<file path="src/rtl/sd_image_server.sv">
// Sector server for the floppy controller's SD buffer port: moves one 512-byte
// sector per request between the controller buffer and byte-wide image memory.
module sd_image_server #(
  parameter int          AW      = 21,
  parameter logic [7:0]  FILL    = 8'hE5,
  parameter int          BUF_LAT = 1
) (
  input  logic          clock,
  input  logic          reset,
  input  logic          sdRd,
  input  logic          sdWr,
  input  logic [31:0]   sdLba,
  output logic          sdAck,
  output logic [8:0]    sdA,
  output logic [7:0]    sdQ,
  output logic          sdW,
  input  logic [7:0]    sdD,
  input  logic [AW:0]   imgSz,
  output logic [AW-1:0] memA,
  output logic          memRd,
  output logic          memWr,
  output logic [7:0]    memD,
  input  logic [7:0]    memQ,
  input  logic          memRdy,
  output logic          busy
);

  typedef enum logic [2:0] {
    IDLE, RD_REQ, RD_PUT, WR_ADDR, WR_DATA, WR_WAIT, DONE
  } state_t;

  state_t        st;
  logic [8:0]    idx;
  logic [AW-1:0] base;
  logic          oor;
  logic [3:0]    latc;

  // Range test runs at full 41-bit width so huge LBAs never alias into range.
  logic [40:0]   sec_start, sz41;
  logic          oor_now;
  logic [AW-1:0] addr;

  assign sec_start = {sdLba, 9'b0};
  assign sz41      = {{(40-AW){1'b0}}, imgSz};
  assign oor_now   = (imgSz == '0) || (sec_start >= sz41);
  assign addr      = base + {{(AW-9){1'b0}}, idx};

  always_ff @(posedge clock) begin
    if (reset) begin
      st    <= IDLE;
      idx   <= '0;
      base  <= '0;
      oor   <= 1'b0;
      latc  <= '0;
      sdAck <= 1'b0;
      sdA   <= '0;
      sdQ   <= '0;
      sdW   <= 1'b0;
      memA  <= '0;
      memRd <= 1'b0;
      memWr <= 1'b0;
      memD  <= '0;
      busy  <= 1'b0;
    end else begin
      sdW <= 1'b0;
      case (st)
        IDLE: if (sdRd || sdWr) begin
          base  <= sec_start[AW-1:0];
          oor   <= oor_now;
          idx   <= '0;
          sdA   <= '0;
          latc  <= '0;
          sdAck <= 1'b1;
          busy  <= 1'b1;
          st    <= sdRd ? RD_REQ : WR_ADDR;
        end
        // First cycle issues the access; memRdy only counts once memRd is up.
        RD_REQ: begin
          if (oor) begin
            sdQ <= FILL;
            sdA <= idx;
            sdW <= 1'b1;
            st  <= RD_PUT;
          end else if (!memRd) begin
            memA  <= addr;
            memRd <= 1'b1;
          end else if (memRdy) begin
            memRd <= 1'b0;
            sdQ   <= memQ;
            sdA   <= idx;
            sdW   <= 1'b1;
            st    <= RD_PUT;
          end
        end
        RD_PUT: begin
          if (idx == 9'd511) begin
            sdAck <= 1'b0;
            st    <= DONE;
          end else begin
            idx <= idx + 9'd1;
            st  <= RD_REQ;
          end
        end
        WR_ADDR: begin
          if (latc == 4'(BUF_LAT - 1)) st <= WR_DATA;
          else latc <= latc + 4'd1;
        end
        WR_DATA: begin
          memD  <= sdD;
          memA  <= addr;
          memWr <= !oor;
          st    <= WR_WAIT;
        end
        WR_WAIT: if (oor || memRdy) begin
          memWr <= 1'b0;
          if (idx == 9'd511) begin
            sdAck <= 1'b0;
            st    <= DONE;
          end else begin
            idx  <= idx + 9'd1;
            sdA  <= idx + 9'd1;
            latc <= '0;
            st   <= WR_ADDR;
          end
        end
        // Held request levels park here so they cannot retrigger.
        DONE: if (!sdRd && !sdWr) begin
          busy <= 1'b0;
          st   <= IDLE;
        end
        default: st <= IDLE;
      endcase
    end
  end

endmodule

</file>
<file path="config.mk">
export PLATFORM = sky130hd
export DESIGN_NAME = sd_image_server
export DESIGN_NICKNAME = d
export VERILOG_FILES = /design/src/rtl/sd_image_server.sv
export SDC_FILE = /design/constraint.sdc
export NUM_CORES = 1
export LEC_CHECK = 0
export ABC_AREA = 1
export BUFFER_PORTS_ARGS = -buffer_cell sky130_fd_sc_hd__buf_4
export CAP_MARGIN = 25
export CORE_AREA = 10 10 106 132
export CTS_CLUSTER_DIAMETER = 200
export DETAILED_ROUTE_END_ITERATION = 16
export DIE_AREA = 0 0 116 142
export GPL_TIMING_DRIVEN = 0
export SLEW_MARGIN = 10
export SYNTH_ARGS = -nofsm -noshare
export SYNTH_HDL_FRONTEND = slang
export SYNTH_SLANG_ARGS = --single-unit
</file>
<file path="constraint.sdc">
create_clock -name clock -period 2.4 [get_ports clock]
set_clock_uncertainty 0.2 [all_clocks]
set_input_delay 0.24 -clock clock [delete_from_list [all_inputs] [get_ports clock]]
set_output_delay 0.24 -clock clock [all_outputs]
set_load 0.01 [all_outputs]
</file>
# After elaboration in Yosys (flattened, before gate mapping)
# Cells that the tools add are included.
[classes]
order_cmp = 1
mux = 45
n_addsub = 3
n_eq_ne = 17
bitwise_logic = 2
n_reduce_logical = 29
[op_table]
columns = ["cell", "n"]
rows = [
  ["two-way mux 9 bit", 8],
  ["case mux 9 bit (3 select lines)", 2],
  ["two-way mux 21 bit", 2],
  ["case mux 21 bit (2 select lines)", 1],
  [">= comparator 41 x 22 -> 1 bit", 1],
  ["two-way mux 3 bit", 9],
  ["two-way mux 8 bit", 3],
  ["logical NOT 22 bit", 1],
  ["adder 21 x 9 -> 21 bit", 1],
  ["case mux 3 bit (7 select lines)", 1],
  ["two-way mux 4 bit", 4],
  ["inequality test 2 bit, second input constant", 8],
  ["case mux 4 bit (3 select lines)", 1],
  ["AND reduction 3 bit", 4],
  ["AND reduction 6 bit", 2],
  ["two-way mux 1 bit", 10],
  ["nonzero test 2 bit", 5],
  ["adder 9 x 1 -> 9 bit, second input constant", 1],
  ["== test 3 bit, second input constant", 3],
  ["== test 9 bit, second input constant", 1],
  ["nonzero test 3 bit", 3],
  ["== test 3 x 2 -> 1 bit, second input constant", 2],
  ["inequality test 3 bit, second input constant", 2],
  ["AND reduction 2 bit", 3],
  ["13 further kinds", 19],
]
[totals]
output_inout_bits = 51
reg_bits = 80

# Depth between registers and ports, before layout
[logic_depth]
depth_word = 4
mapped_depth = 14
mapped_depth_nobuf = 14

# Worst setup path before layout
# OpenSTA, ideal clock, no wires.
[synth_path]
kind = "flip-flop to flip-flop"
startpoint = "register idx[0]"
endpoint = "register latc[1]"
path_buffers = 0
setup_slack_ns = 0.330
required_ns = 2.082
t_arrival_ns = 1.752
setup_ns = 0.118
stages_incl_launch_ff = 14
path_cell_list = "dfxtp_1 -> ha_1 -> nand2_1 -> nor2_1 -> nand3_1 -> nor2_1 -> ha_1 -> inv_1 -> nor2_1 -> nor2_4 -> nand2_1 -> nand2_1 -> o21ai_0 -> nor2_1"
[synth_via]
elab_chain_len = 3
[synth_lines]
columns = ["element", "line_no", "text"]
rows = [
  ["start, declared", "33", "logic [8:0] idx;"],
  ["start signal, assigned", "100", "idx <= idx + 9'd1;"],
  ["start signal, assigned", "120", "idx <= idx + 9'd1;"],
  ["== test 9 bit", "116", "if (idx == 9'd511) begin"],
  ["inequality test 2 bit (no line)", "--", ""],
  ["AND reduction 5 bit (no line)", "--", ""],
  ["end signal, assigned", "106", "else latc <= latc + 4'd1;"],
  ["end, declared", "36", "logic [3:0] latc;"],
]
# Every way passes these cells.
# A chain may end at the register's enable or synchronous reset.

# Worst setup path in the final report
[layout_path]
startpoint = "register idx[0]"
endpoint = "register idx[3]"
[layout_via]
elab_chain_len = 4
word_cells_on_any_way = 5
cone_classes = "add/sub: 1; eq/ne: 1; mux: 3"
[layout_lines]
columns = ["element", "line_no", "text"]
rows = [
  ["adder 9 x 1 -> 9 bit or == test 9 bit (tied branches)", "--", ""],
  ["two-way mux 9 bit (*)", "96, 116", ""],
  ["two-way mux 9 bit", "114", "WR_WAIT: if (oor || memRdy) begin"],
  ["case mux 9 bit (3 select lines) (*)", "66", "case (st)"],
]
# Every way passes the cells marked *; elsewhere a longest branch is shown, timed or not. The select of a mux whose other input is x is not followed.

==> run metrics <==
critical path type flop to flop; fmax 441 MHz; Final Net Count 782; grt total ovfl 0; Die ar. 16500 um^2; Row Count 44; Max H-tree Level 3; Clk pin slew, worst setup/hold paths 0.06 ns; status complete, no violations; CTS tree done; Synth top cells by count nand2_1, nor2_1, dfxtp_1; number of fill cells 1131; Clock Latency Late Sink 0.34 ns; leading register cell type out of synthesis dfxtp_1; Total Power 5.58 mW; dominant cell type by area after synthesis dfxtp_1; first-pass detailed-route iteration total 4; global-route wire length before repair approximately 19 mm; wire per inst 14.5 um; Hold Path Depth 3; synthesized area 3910 um^2; layout cells sized above 1 27.1%; post-synthesis cell type count 39; top-area cell type share of the netlist area 41.0%; max-slew violation count 0; non-filler instance count after layout 833; die height about 140 um; Area growth syn-to-layout 41.6%; die width between 100 and 150 um; cell with the most instances after synthesis nand2_1; CORE AREA around 11000 um^2; Final GP Congestion 0.899; # setup viols final 0; Tcrit/Tclk final between 90% and 100%; Worst Tran Pin Value 0.577 ns; number of global-route vias before repair around 4000; P_leak 2.61 nW; HPWL after DPL 9.68 mm; pre-CTS WS -0.111 ns; initial antenna violation count 0; clk root buf clkbuf_16; Arr. time, crit path between 2 and 2.5 ns; GRT Total Usage 14.6%; multi-input logic area 1990 um^2; Vias/cell 4.78; CP Launch Type flop; Initial Util between 30% and 40%; Top Ports 126; final worst path period need 2.27 ns; total number of vias roughly 4000; Port Buf Inserts 125; Max Cap Violations 0; Final Hold Viols 0; Detailed Route WL 12.1 mm; top cells by area, synth dfxtp_1, nand2_1, nor2_1, a21oi_1, inv_1; sequential cell area 1610 um^2; RSZ-0062 raised after global routing false; synthesized flop and latch total 80; Peak VDD IR 0.000389 V; Slew Limit Headroom 61.5%; Synthesis Warnings 0; Iteration-0 DRC Markers between 100 and 150; clk sinks 80; Net Count, Synth 628; largest net degree at the start of global routing 16; CP Capture Type flop; Syn Area/Cell between 7 and 8 um^2; TritonCTS buffer count 9; post-route DRC violation count 0; Placed Cells 799; Worst Path Required 2.40 ns; Post-CTS Setup Bufs 0; Antenna Violating Nets Remaining 0; HP Class primary input to flop; Synth Instances approximately 540; post-synthesis async set-or-reset flop share 0%; P per Cell Area 1010 nW/um^2; Final WS setup 0.130 ns; register area share after synthesis about two fifths; R2R cell count 12; antenna diode count 0; CTS Buffer Depth 2; CP Max Fanout 9; EDFF count, synth 0
registers in the layout, indices dropped and copies added, names as in the netlist:
| signal | count |
|---|---|
| memA | 21 |
| base | 12 |
| idx | 9 |
| sdA | 9 |
| memD | 8 |
| sdQ | 8 |
| latc | 4 |
| st | 3 |
| busy | 1 |
| memRd | 1 |
| memWr | 1 |
| oor | 1 |
| sdAck | 1 |
| sdW | 1 |
area by class of cell:
type / count / share of cell area, %
clock inverter: 7 / 1.47
sequential: 80 / 29.0
multi-input combinational: 374 / 36.0
clock buffer: 9 / 4.07
buffer: 15 / 1.45
tap: 138 / 3.12
timing repair buffer: 143 / 20.2
inverter: 67 / 4.64
power by group:
group / switching [mW] / internal [mW]
clock: 0.575 / 0.818
combinational: 1.35 / 0.904
sequential: 0.216 / 1.71
cell families after synthesis:
| family | synth area share, % |
|---|---|
| and+or+nand+nor | 25.8 |
| AOI/OAI and AO/OA | 18.7 |
| buffers and inverters | 8.62 |
| DFF | 41.0 |
| adders and majority gates | 5.45 |
| xor gates and xnor gates | 0.449 |
per-stage QoR:
stage	util, %	hold WS, ns	TNS (ns)	area [um^2]
detailed placement	43.8	0.255	-1.79	5020
global route	48.3	0.0295	0	5530
floorplan	-	0.187	0	3910
finish	48.3	0.00622	0	5530
CTS	48.1	0.000714	0	5510
global placement	43.8	0.247	-0.917	5020
worst paths after layout:
check / start / to / slack (ns)
worst max-delay path: idx[0] / idx[3] / 0.13
worst min-delay path: sdLba[0] / base[9] / 0.006
worst max register to register: idx[0] / idx[3] / 0.13
worst min register to register: base[20] / memA[20] / 0.26
worst max-delay path: stages (launching register included):
cell and delay [ns]:
dfxtp_4 0.36, ha_1 0.21, nand2_1 0.12, nor2_2 0.06
nand3_2 0.10, nor2_4 0.06, ha_1 0.19, inv_1 0.13
nor2_4 0.06, nor2_4 0.21, nand3_2 0.25, nand2_1 0.12
a21oi_1 0.07
what timing repair did:
| item | CTS | global route |
|---|---|---|
| pin swaps | 0 | 4 |
| hold endpoints to repair | 18 | 0 |
| setup endpoints to repair | 22 | 22 |
| gates cloned | 0 | 0 |
| gates resized for setup | 3 | 6 |
| hold buffers | 18 | 0 |
routing by layer:
metal / routed length [um] / GRT usage, % / vias up
li1: - / - / 2063
met1: 5130 / 16.3 / 1777
met2: 5860 / 25.2 / 126
met3: 952 / 4.89 / 13
met4: 157 / 5.08 / 0
met5: 0 / 0 / -
cell usage in the layout (no fill, tap or decap), types with 4 or more instances in the layout:
master,count
o21ai_0,31
dlygate4sd3_1,18
o221a_2,5
nand2_1,99
nor3_1,4
clkinv_4,4
a21oi_2,8
nand3_1,19
nand4_1,6
inv_1,61
ha_1,17
clkbuf_1,10
dfxtp_1,78
buf_4,127
o21ai_1,20
inv_2,4
nor2_1,82
clkbuf_16,9
a21oi_1,48
Note: power is estimated with default switching activity, not from simulation.
